## src/rtl/bram_1rport_1wport_read_arbiter_if.sv

```systemverilog
// Bundle of the arbiter's request, response, write and BRAM-facing signals.
// slave  : the arbiter side. It takes requests, write commands and BRAM read data,
//          and drives grants, responses and the BRAM next_* inputs.
// master : the environment side, which drives requests, writes and BRAM read data.
// Signals:
//   req_valid/req_index/req_ready : per-requester read request and one-hot grant
//   resp_valid/resp_id/resp_data  : read response, one cycle after the grant
//   wr_byte_en/wr_index/wr_data   : write command; nonzero byte enables mean a write
//   bram_*                        : BRAM next_* inputs and the BRAM last_rdata output
interface bram_1rport_1wport_read_arbiter_if #(
    parameter int unsigned OUTER_WIDTH = 32,
    parameter int unsigned INNER_WIDTH = 32,
    parameter int unsigned NUM_REQ     = 4
);
    localparam int unsigned IW = $clog2(OUTER_WIDTH);
    localparam int unsigned RW = $clog2(NUM_REQ);
    localparam int unsigned BW = INNER_WIDTH / 8;

    logic [NUM_REQ-1:0]          req_valid;
    logic [NUM_REQ-1:0][IW-1:0]  req_index;
    logic [NUM_REQ-1:0]          req_ready;
    logic                        resp_valid;
    logic [RW-1:0]               resp_id;
    logic [INNER_WIDTH-1:0]      resp_data;
    logic [BW-1:0]               wr_byte_en;
    logic [IW-1:0]               wr_index;
    logic [INNER_WIDTH-1:0]      wr_data;
    logic                        bram_ren;
    logic [IW-1:0]               bram_rindex;
    logic [BW-1:0]               bram_wen_byte;
    logic [IW-1:0]               bram_windex;
    logic [INNER_WIDTH-1:0]      bram_wdata;
    logic [INNER_WIDTH-1:0]      bram_rdata;

    modport slave (
        input  req_valid, req_index, wr_byte_en, wr_index, wr_data, bram_rdata,
        output req_ready, resp_valid, resp_id, resp_data,
               bram_ren, bram_rindex, bram_wen_byte, bram_windex, bram_wdata
    );

    modport master (
        output req_valid, req_index, wr_byte_en, wr_index, wr_data, bram_rdata,
        input  req_ready, resp_valid, resp_id, resp_data,
               bram_ren, bram_rindex, bram_wen_byte, bram_windex, bram_wdata
    );
endinterface

```

## src/rtl/bram_1rport_1wport_read_arbiter.sv

```systemverilog
// Front end for one bram_1rport_1wport. It shares the single read port among NUM_REQ
// requesters using round-robin arbitration, and it passes the write port straight
// through. Read data returns one cycle after the grant, tagged with the requester ID.
// A write to the index being read in the same cycle is merged into the response byte
// by byte, so every read returns post-write data.
// Ports:
//   CLK  : clock
//   nRST : asynchronous reset, active low
//   bus  : bram_1rport_1wport_read_arbiter_if.slave (requests, responses, write, BRAM)
module bram_1rport_1wport_read_arbiter #(
    parameter int unsigned OUTER_WIDTH = 32,
    parameter int unsigned INNER_WIDTH = 32,
    parameter int unsigned NUM_REQ     = 4
) (
    input logic                               CLK,
    input logic                               nRST,
    bram_1rport_1wport_read_arbiter_if.slave  bus
);
    localparam int unsigned IW = $clog2(OUTER_WIDTH);
    localparam int unsigned RW = $clog2(NUM_REQ);
    localparam int unsigned BW = INNER_WIDTH / 8;

    logic [RW-1:0]          rr_ptr_q;
    logic                   rsp_pend_q;
    logic [RW-1:0]          rsp_id_q;
    logic [BW-1:0]          fwd_mask_q;
    logic [INNER_WIDTH-1:0] fwd_data_q;

    logic                   grant;
    logic [RW-1:0]          grant_id;
    logic [RW-1:0]          rr_ptr_d;
    logic [IW-1:0]          rindex;
    logic                   fwd_hit;

    // Scan from rr_ptr upward (mod NUM_REQ) and take the first valid requester.
    always_comb begin
        int unsigned scan;
        grant    = 1'b0;
        grant_id = '0;
        scan     = 0;
        for (int unsigned k = 0; k < NUM_REQ; k++) begin
            scan = 32'(rr_ptr_q) + k;
            if (scan >= NUM_REQ) begin
                scan = scan - NUM_REQ;
            end
            if (!grant && bus.req_valid[scan]) begin
                grant    = 1'b1;
                grant_id = RW'(scan);
            end
        end
    end

    always_comb begin
        for (int unsigned i = 0; i < NUM_REQ; i++) begin
            bus.req_ready[i] = grant && (grant_id == RW'(i));
        end
    end

    assign rindex          = grant ? bus.req_index[grant_id] : '0;
    assign bus.bram_ren    = grant;
    assign bus.bram_rindex = rindex;
    assign rr_ptr_d        = (grant_id == RW'(NUM_REQ - 1)) ? '0 : grant_id + 1'b1;

    assign bus.bram_wen_byte = bus.wr_byte_en;
    assign bus.bram_windex   = bus.wr_index;
    assign bus.bram_wdata    = bus.wr_data;

    // The BRAM returns the old word when it is read and written at one index in the
    // same cycle. Those write bytes are captured here and merged into the response.
    assign fwd_hit = grant && (|bus.wr_byte_en) && (bus.wr_index == rindex);

    always_ff @(posedge CLK or negedge nRST) begin
        if (!nRST) begin
            rr_ptr_q   <= '0;
            rsp_pend_q <= 1'b0;
            rsp_id_q   <= '0;
            fwd_mask_q <= '0;
            fwd_data_q <= '0;
        end else begin
            rsp_pend_q <= grant;
            if (grant) begin
                rr_ptr_q <= rr_ptr_d;
                rsp_id_q <= grant_id;
            end
            fwd_mask_q <= fwd_hit ? bus.wr_byte_en : '0;
            if (fwd_hit) begin
                fwd_data_q <= bus.wr_data;
            end
        end
    end

    assign bus.resp_valid = rsp_pend_q;
    assign bus.resp_id    = rsp_id_q;

    always_comb begin
        for (int unsigned b = 0; b < BW; b++) begin
            bus.resp_data[8*b +: 8] = fwd_mask_q[b] ? fwd_data_q[8*b +: 8]
                                                    : bus.bram_rdata[8*b +: 8];
        end
    end
endmodule

```

## src/flat_wrapper.sv

```systemverilog
// flat-port wrapper written by rule: the top's interface ports become plain ports
module bram_1rport_1wport_read_arbiter_flat 
#(
    parameter int unsigned OUTER_WIDTH = 32,
    parameter int unsigned INNER_WIDTH = 32,
    parameter int unsigned NUM_REQ     = 4
)
  (CLK, nRST, bus_req_valid, bus_req_index, bus_wr_byte_en, bus_wr_index, bus_wr_data, bus_bram_rdata, bus_req_ready, bus_resp_valid, bus_resp_id, bus_resp_data, bus_bram_ren, bus_bram_rindex, bus_bram_wen_byte, bus_bram_windex, bus_bram_wdata);
  bram_1rport_1wport_read_arbiter_if #(.OUTER_WIDTH(OUTER_WIDTH), .INNER_WIDTH(INNER_WIDTH), .NUM_REQ(NUM_REQ)) bus_i ();
  input logic CLK;
  input logic nRST;
  input wire logic [$bits(bus_i.req_valid)-1:0] bus_req_valid;
  input wire logic [$bits(bus_i.req_index)-1:0] bus_req_index;
  input wire logic [$bits(bus_i.wr_byte_en)-1:0] bus_wr_byte_en;
  input wire logic [$bits(bus_i.wr_index)-1:0] bus_wr_index;
  input wire logic [$bits(bus_i.wr_data)-1:0] bus_wr_data;
  input wire logic [$bits(bus_i.bram_rdata)-1:0] bus_bram_rdata;
  output wire logic [$bits(bus_i.req_ready)-1:0] bus_req_ready;
  output wire logic [$bits(bus_i.resp_valid)-1:0] bus_resp_valid;
  output wire logic [$bits(bus_i.resp_id)-1:0] bus_resp_id;
  output wire logic [$bits(bus_i.resp_data)-1:0] bus_resp_data;
  output wire logic [$bits(bus_i.bram_ren)-1:0] bus_bram_ren;
  output wire logic [$bits(bus_i.bram_rindex)-1:0] bus_bram_rindex;
  output wire logic [$bits(bus_i.bram_wen_byte)-1:0] bus_bram_wen_byte;
  output wire logic [$bits(bus_i.bram_windex)-1:0] bus_bram_windex;
  output wire logic [$bits(bus_i.bram_wdata)-1:0] bus_bram_wdata;
  assign bus_i.req_valid = bus_req_valid;
  assign bus_i.req_index = bus_req_index;
  assign bus_i.wr_byte_en = bus_wr_byte_en;
  assign bus_i.wr_index = bus_wr_index;
  assign bus_i.wr_data = bus_wr_data;
  assign bus_i.bram_rdata = bus_bram_rdata;
  assign bus_req_ready = bus_i.req_ready;
  assign bus_resp_valid = bus_i.resp_valid;
  assign bus_resp_id = bus_i.resp_id;
  assign bus_resp_data = bus_i.resp_data;
  assign bus_bram_ren = bus_i.bram_ren;
  assign bus_bram_rindex = bus_i.bram_rindex;
  assign bus_bram_wen_byte = bus_i.bram_wen_byte;
  assign bus_bram_windex = bus_i.bram_windex;
  assign bus_bram_wdata = bus_i.bram_wdata;
  bram_1rport_1wport_read_arbiter #(.OUTER_WIDTH(OUTER_WIDTH), .INNER_WIDTH(INNER_WIDTH), .NUM_REQ(NUM_REQ)) u_core (.CLK(CLK), .nRST(nRST), .bus(bus_i));
endmodule
```

## config.mk

```make
export PLATFORM = sky130hd
export DESIGN_NAME = bram_1rport_1wport_read_arbiter_flat
export DESIGN_NICKNAME = d
export VERILOG_FILES = /design/src/rtl/bram_1rport_1wport_read_arbiter_if.sv /design/src/rtl/bram_1rport_1wport_read_arbiter.sv /design/src/flat_wrapper.sv
export SDC_FILE = /design/constraint.sdc
export NUM_CORES = 1
export LEC_CHECK = 0
export ABC_AREA = 1
export BUFFER_PORTS_ARGS = -buffer_cell sky130_fd_sc_hd__buf_2
export CORE_ASPECT_RATIO = 1.5
export CORE_MARGIN = 4
export CORE_UTILIZATION = 44
export CTS_CLUSTER_SIZE = 40
export DETAILED_ROUTE_END_ITERATION = 10
export HOLD_SLACK_MARGIN = 0.06
export PLACE_DENSITY = 0.81
export REMOVE_ABC_BUFFERS = 1
export SYNTH_ARGS = -nofsm -noshare
export SYNTH_HDL_FRONTEND = slang
export SYNTH_SLANG_ARGS = --single-unit
```

## constraint.sdc

```tcl
create_clock -name CLK -period 3 [get_ports CLK]
set_input_delay 0.6 -clock CLK [delete_from_list [all_inputs] [get_ports CLK]]
set_output_delay 0.6 -clock CLK [all_outputs]
set_load 0.01 [all_outputs]
```

======== Yosys cells after proc, flatten, opt, wreduce, memory -nomap -nowiden ========
Index checks and enable logic that the tools add are counted.
storage, ports and cells
  output and inout port bits .............. 86
  input port bits ......................... 99
  logic and storage cells ................. 69
  register bits ........................... 41
operators by class
  add/sub/neg operators ................... 8
  magnitude comparators ................... 9
  reduce and logical (&&, ||, !) cells .... 14
  equality and inequality tests ........... 4
  multiplexer cells ....................... 29
operators with widths
  cell                   count
  $lt 32x3->1 const B    4
  $mux 32                4
  $ge 32x3->1 const B    3
  $sub 32x3->32 const B  3
  $mux 8                 4
  $bmux 5 s2             1
  $mux 2                 5
  $mux 5                 2
  $logic_and 1x1->1      9
  $bmux 1 s2             4
  $mux 1                 8
  $add 2x2->3 const B    2
  $eq 5x5->1             1
  $eq 2x2->1 const B     2
  $mux 4                 1
  $reduce_or 4->1        1
  $sub 2x3->4 const B    1
  $add 2x1->3 const B    1
  $ge 2x3->1 const B     1
  $logic_not 1->1        3
  $lt 2x3->1 const B     1
  $add 2x1->2 const B    1
  $eq 2x1->1 const B     1
  $logic_not 2->1        1

======== Logic depth before layout (Yosys ltp) ========
  depth in word-level cells ............... 20
  depth in mapped cells ................... 22
  mapped depth without buffers ............ 20

======== Least setup slack after synthesis ========
OpenSTA, ideal clock, no wires.
  kind .................................... input to register
  start ................................... in bus_req_valid[3]
  end ..................................... reg u_core.fwd_data_q[0]
  buffers on the path ..................... 1
  required time ........................... 2.884 ns
  cell stages on the path ................. 19
  setup time .............................. 0.116 ns
  data arrival time ....................... 2.267 ns
  slack ................................... 0.616 ns
  cell sequence ........................... inv_1 nand2_1 nand3_1 nand2_1 nor2_4 nand3_1 nand3_1 nand2_2 inv_2 nand3_2 nand2_2 nand2_1 nand2_1 nand2_1 nor2_8 nand2_4 buf_6 nand2_1 nand2_1
between the ends
  longest elaborated chain between the ends .. 17
  elaborated cells between the ends (all ways) .. 28
  those cells by class .................... eq/ne: 1; mux: 19; reduce/logical: 8
ends and longest elaborated chain
  item                            line                                   RTL
  start, declared                 flat_wrapper.sv:12                     input wire logic [$bits(bus_i.req_valid)-1:0] bus_req_valid;
  $bmux 1 s2                      bram_1rport_1wport_read_arbiter.sv:46  if (!grant && bus.req_valid[scan]) begin
  $mux 1 (not written as such)    bram_1rport_1wport_read_arbiter.sv:46
  $mux 1                          bram_1rport_1wport_read_arbiter.sv:46
  $logic_not 1->1                 bram_1rport_1wport_read_arbiter.sv:46
  $logic_and 1x1->1               bram_1rport_1wport_read_arbiter.sv:46
  $mux 1                          bram_1rport_1wport_read_arbiter.sv:46
  $logic_not 1->1                 bram_1rport_1wport_read_arbiter.sv:46
  $logic_and 1x1->1               bram_1rport_1wport_read_arbiter.sv:46
  [... 3 more ...]                -
  $mux 2 *                        bram_1rport_1wport_read_arbiter.sv:46
  named net u_core.grant_id[1]    bram_1rport_1wport_read_arbiter.sv:30  logic [RW-1:0] grant_id;
  $bmux 5 s2 *                    bram_1rport_1wport_read_arbiter.sv:59  assign rindex = grant ? bus.req_index[grant_id] : '0;
  $mux 5 (not written as such) *  bram_1rport_1wport_read_arbiter.sv:59
  $mux 5 *                        bram_1rport_1wport_read_arbiter.sv:59
  named net bus_bram_rindex[0]    flat_wrapper.sv:23                     output wire logic [$bits(bus_i.bram_rindex)-1:0] bus_bram_rindex;
  $eq 5x5->1 *                    bram_1rport_1wport_read_arbiter.sv:70  assign fwd_hit = grant && (|bus.wr_byte_en) && (bus.wr_index == rindex);
  $logic_and 1x1->1 *             bram_1rport_1wport_read_arbiter.sv:70
  end signal, assigned            bram_1rport_1wport_read_arbiter.sv:87  fwd_data_q <= bus.wr_data;
  end, declared                   bram_1rport_1wport_read_arbiter.sv:27  logic [INNER_WIDTH-1:0] fwd_data_q;
Mark *: on every way through the listed nets, which the timed path passes. The rest lies on a longest branch. The select of a mux whose other input is x is not followed.
A chain may end at the register's enable or synchronous reset.

======== Worst setup path in the final report ========
  start ................................... reg u_core.rr_ptr_q[0]
  end ..................................... out bus_bram_rindex[4]
between the ends
  longest elaborated chain between the ends .. 17
  elaborated cells between the ends (all ways) .. 40
  those cells by class .................... add/sub: 7; order compare: 4; mux: 23; reduce/logical: 6
ends and longest elaborated chain
  item                                                                    line                                   RTL
  start, declared                                                         bram_1rport_1wport_read_arbiter.sv:23  logic [RW-1:0] rr_ptr_q;
  start signal, assigned                                                  bram_1rport_1wport_read_arbiter.sv:82  rr_ptr_q <= rr_ptr_d;
  parallel branches: the longest is 16 deep, another holds $sub 32x3->32  -
  $mux 5 *                                                                bram_1rport_1wport_read_arbiter.sv:59
  end, declared                                                           flat_wrapper.sv:23
Every way passes the cells marked *. The select of a mux whose other input is x is not followed.

==> impl_metrics.py <==
metrics = {
    "cells_and_area": {
        "antenna_cells": 0,
        "fillers": 627,
        "area_growth_pct": 26.4,
        "instances_no_fill": 629,
        "nets": 653,
        "fin_util_pct": 57.3,
        "drive_above_1_share_pct": 49.4,
    },
    "sta": {
        "skew_ns": 0.00328,
        "timing.final.crit_share_pct": 96.1,
        "hold_violations": 0,
        "fmax_ghz": 0.347,
        "holdWs_ns": 0.444,
        "min_period_ns": 2.88,
        "maxSlewViolCount": 0,
        "setup_viol": 0,
        "relSlewSlack_pct": 39.7,
        "tightest_slew_ns": 0.905,
    },
    "clock_tree": {
        "clock_tree.htree_level_count": 2,
        "numClockSinks": 41,
        "clockBufferDepth": 2,
        "cts_root_buf": "clkbuf_8",
        "cts_buffers": 5,
        "insertion_delay_ns": 0.28,
        "cts_tree": "yes",
        "clk_pin_slew_ns": 0.07,
    },
    "floorplan": {
        "initial_core_util_pct": 45.3,
        "ios": 185,
        "rows": 37,
        "die_x_um": 76.6,
        "die_height_um": 111,
        "die_area_sq_um": 8490,
        "coreArea_sq_um": 6850,
    },
    "worst_setup_path": {
        "critPathKind": "reg2out",
        "critical_path_arrival_ns": 2.28,
        "rrSetupSlack_ns": 0.27,
        "crit_family": "simple AND/OR/NAND/NOR gates",
        "critPathCaptureType": "output pin",
        "critPathSlowestCell": "dfrtp_2",
        "cpMostUsedCell": "nand2_2",
        "path_max_fanout": 9,
        "worst-path-buf-inv": 3,
        "startpoint_type": "register",
        "required_ns": 2.40,
        "path_cells": "clkinv_4 > nand2_1 > nand2_2 > nand2_2 > nand2_2 > nor2_4 > nand3_1 > nand2_2 > buf_4 > nand3_1 > a21oi_2 > buf_2",
        "slowest_delay_ns": 0.48,
    },
    "global_route": {
        "grt_max_degree": 42,
        "grt_usage_pct": 19.5,
        "grt-ovfl-total": 0,
        "grt_first_pass_wirelength_um": 13700,
        "grt_pass1_vias": 3016,
        "grt_antenna_before_repair": 0,
    },
    "placement": {
        "gp_congestion": 0.895,
        "dp.cells": 613,
        "port-buffer-count": 184,
        "hpwl_um": 6620,
    },
    "logic_synthesis": {
        "syn_inst": 403,
        "syn-cell-area_sq_um": 3110,
        "ys_ff_latch": 41,
        "synth.top_cell.area_share_pct": 33.0,
        "ys_types": 25,
        "netlist.top_cell.by_area": "dfrtp_1",
        "syn_area_per_cell_sq_um": 7.71,
        "yosysWarnings": 0,
        "synthTopCellsByArea": "dfrtp_1 33%, nand2_1 17%, buf_4 12%",
        "yosysSeqAreaShare_pct": 33.0,
    },
    "run_status": {
        "run_status": "complete, no violations",
    },
    "power_and_ir_drop": {
        "leakage_nw": 2.37,
        "p_total_mw": 4.62,
        "power.density_nw_per_um2": 1180,
        "irDropWorstVdd_mv": 1.34,
    },
    "detailed_routing": {
        "route.detailed.drc": 0,
        "wl_um": 8440,
        "drtIter0Drc": 149,
        "num_vias": 3054,
        "wl_per_cell_um": 13.4,
        "firstDrtPassIters": 4,
        "ant_nets": 0,
        "viasPerCell": 4.86,
    },
    "flow_run": {
        "cap_violations": 0,
    },
    "hold_path": {
        "hold_class": "in2async",
    },
}
## kinds of logic after synthesis
| family | after synthesis | share of synthesized area, % |
|---|---|---|
| AND/OR/NAND/NOR | 224 | 33.7 |
| buffers and inverters | 97 | 19.1 |
| flip-flops | 41 | 33.0 |
| multiplexers | 32 | 11.6 |
| AO/OA/AOI/OAI | 5 | 0.927 |
| adder cells (fa/ha/maj) | 4 | 1.61 |
## final cells by class
cell class	instances	area (sq um)	share of cell area, %
Timing Repair Buffer	199	1040	26.5
Tap cell	78	97.6	2.49
Multi-Input combinational cell	266	1530	39.1
Inverter	37	144	3.67
Clock inverter	2	10.0	0.255
Clock buffer	6	72.6	1.85
Sequential cell	41	1030	26.2
## per-stage QoR
step | instance area, sq um | setup TNS (ns) | setup slack [ns]
2_1_floorplan | 2650 | -3.54 | -0.106
3_3_place_gp | 3730 | 0 | 0.117
3_5_place_dp | 3730 | -0.00229 | -0.00229
4_1_cts | 3810 | 0 | 0.0186
5_1_grt | 3930 | -0.0237 | -0.0148
6_report | 3930 | 0 | 0.118
## routing by layer
metal | global-route usage, % | routed length [um] | vias to the layer above
met2 | 35.3 | 4450 | 139
met3 | 5.12 | 664 | 18
met5 | 0 | 0 | -
li1 | - | - | 1530
met4 | 7.13 | 178 | 0
met1 | 21.5 | 3140 | 1367
## where the power goes
group	total, mW	internal, mW	leakage (nW)	switching, mW
registers	0.958	0.785	0.522	0.173
logic	3.33	1.23	1.80	2.09
clock network	0.337	0.161	0.0450	0.175
total	4.62	2.18	2.37	2.44
## Yosys cell counts
cell / count
buf_2: 1
mux2_2: 32
inv_1: 33
o41ai_1: 1
ha_1: 4
nand4_1: 9
inv_2: 3
nand3_2: 3
nor2_8: 1
nor2_4: 2
nand2_4: 1
nor2_2: 3
nor2_1: 3
clkbuf_1: 4
nand3b_1: 1
o21ai_0: 2
nand3_1: 50
buf_4: 50
buf_6: 5
nand2_1: 139
dfrtp_1: 41
nand3_4: 2
inv_4: 1
a21oi_1: 2
nand2_2: 10
## flip-flops by register name, indices dropped and copies added, names as in the netlist
register,count
u_core.bus.resp_id,2
u_core.bus.resp_valid,1
u_core.fwd_data_q,32
u_core.fwd_mask_q,4
u_core.rr_ptr_q,2
## cell usage in the layout, fill, tap and decap left out
cell	Yosys	layout
nand2_4	1	1
nand3_4	2	3
nand3b_1	1	1
dfrtp_1	41	40
nor2_1	3	2
a21oi_2	0	2
buf_4	50	14
mux2_2	32	32
nand2_2	10	11
nand2_1	139	137
nand4_1	9	9
clkinv_4	0	1
nand2_8	0	1
nor2_4	2	2
ha_1	4	4
buf_2	1	184
o41ai_1	1	1
inv_2	3	4
nand3_1	50	50
clkinv_2	0	2
nor2_8	1	1
nand3_2	3	3
buf_8	0	1
nor2_2	3	4
inv_1	33	32
clkbuf_8	0	5
clkbuf_1	4	1
dfrtp_2	0	1
o21ai_0	2	2
## repair_timing
item	in CTS	in global routing
hold buffers	0	0
buffers inserted	0	7
setup endpoints to repair	0	45
resized for setup	0	13
## worst paths after layout
kind	from	endpoint	depth (start not counted)
min reg2reg	u_core.fwd_data_q[4]$_DFFE_PN0P_	u_core.fwd_data_q[4]$_DFFE_PN0P_	2
max reg2reg	u_core.rr_ptr_q[0]$_DFFE_PN0P_	u_core.fwd_data_q[2]$_DFFE_PN0P_	18
max in group asynchronous	nRST	u_core.rr_ptr_q[0]$_DFFE_PN0P_	1
min in group CLK	u_core.fwd_data_q[4]$_DFFE_PN0P_	u_core.fwd_data_q[4]$_DFFE_PN0P_	2
min	nRST	u_core.fwd_data_q[19]$_DFFE_PN0P_	1
max	u_core.rr_ptr_q[0]$_DFFE_PN0P_	bus_bram_rindex[4]	12
(Power assumes the default switching activity.)
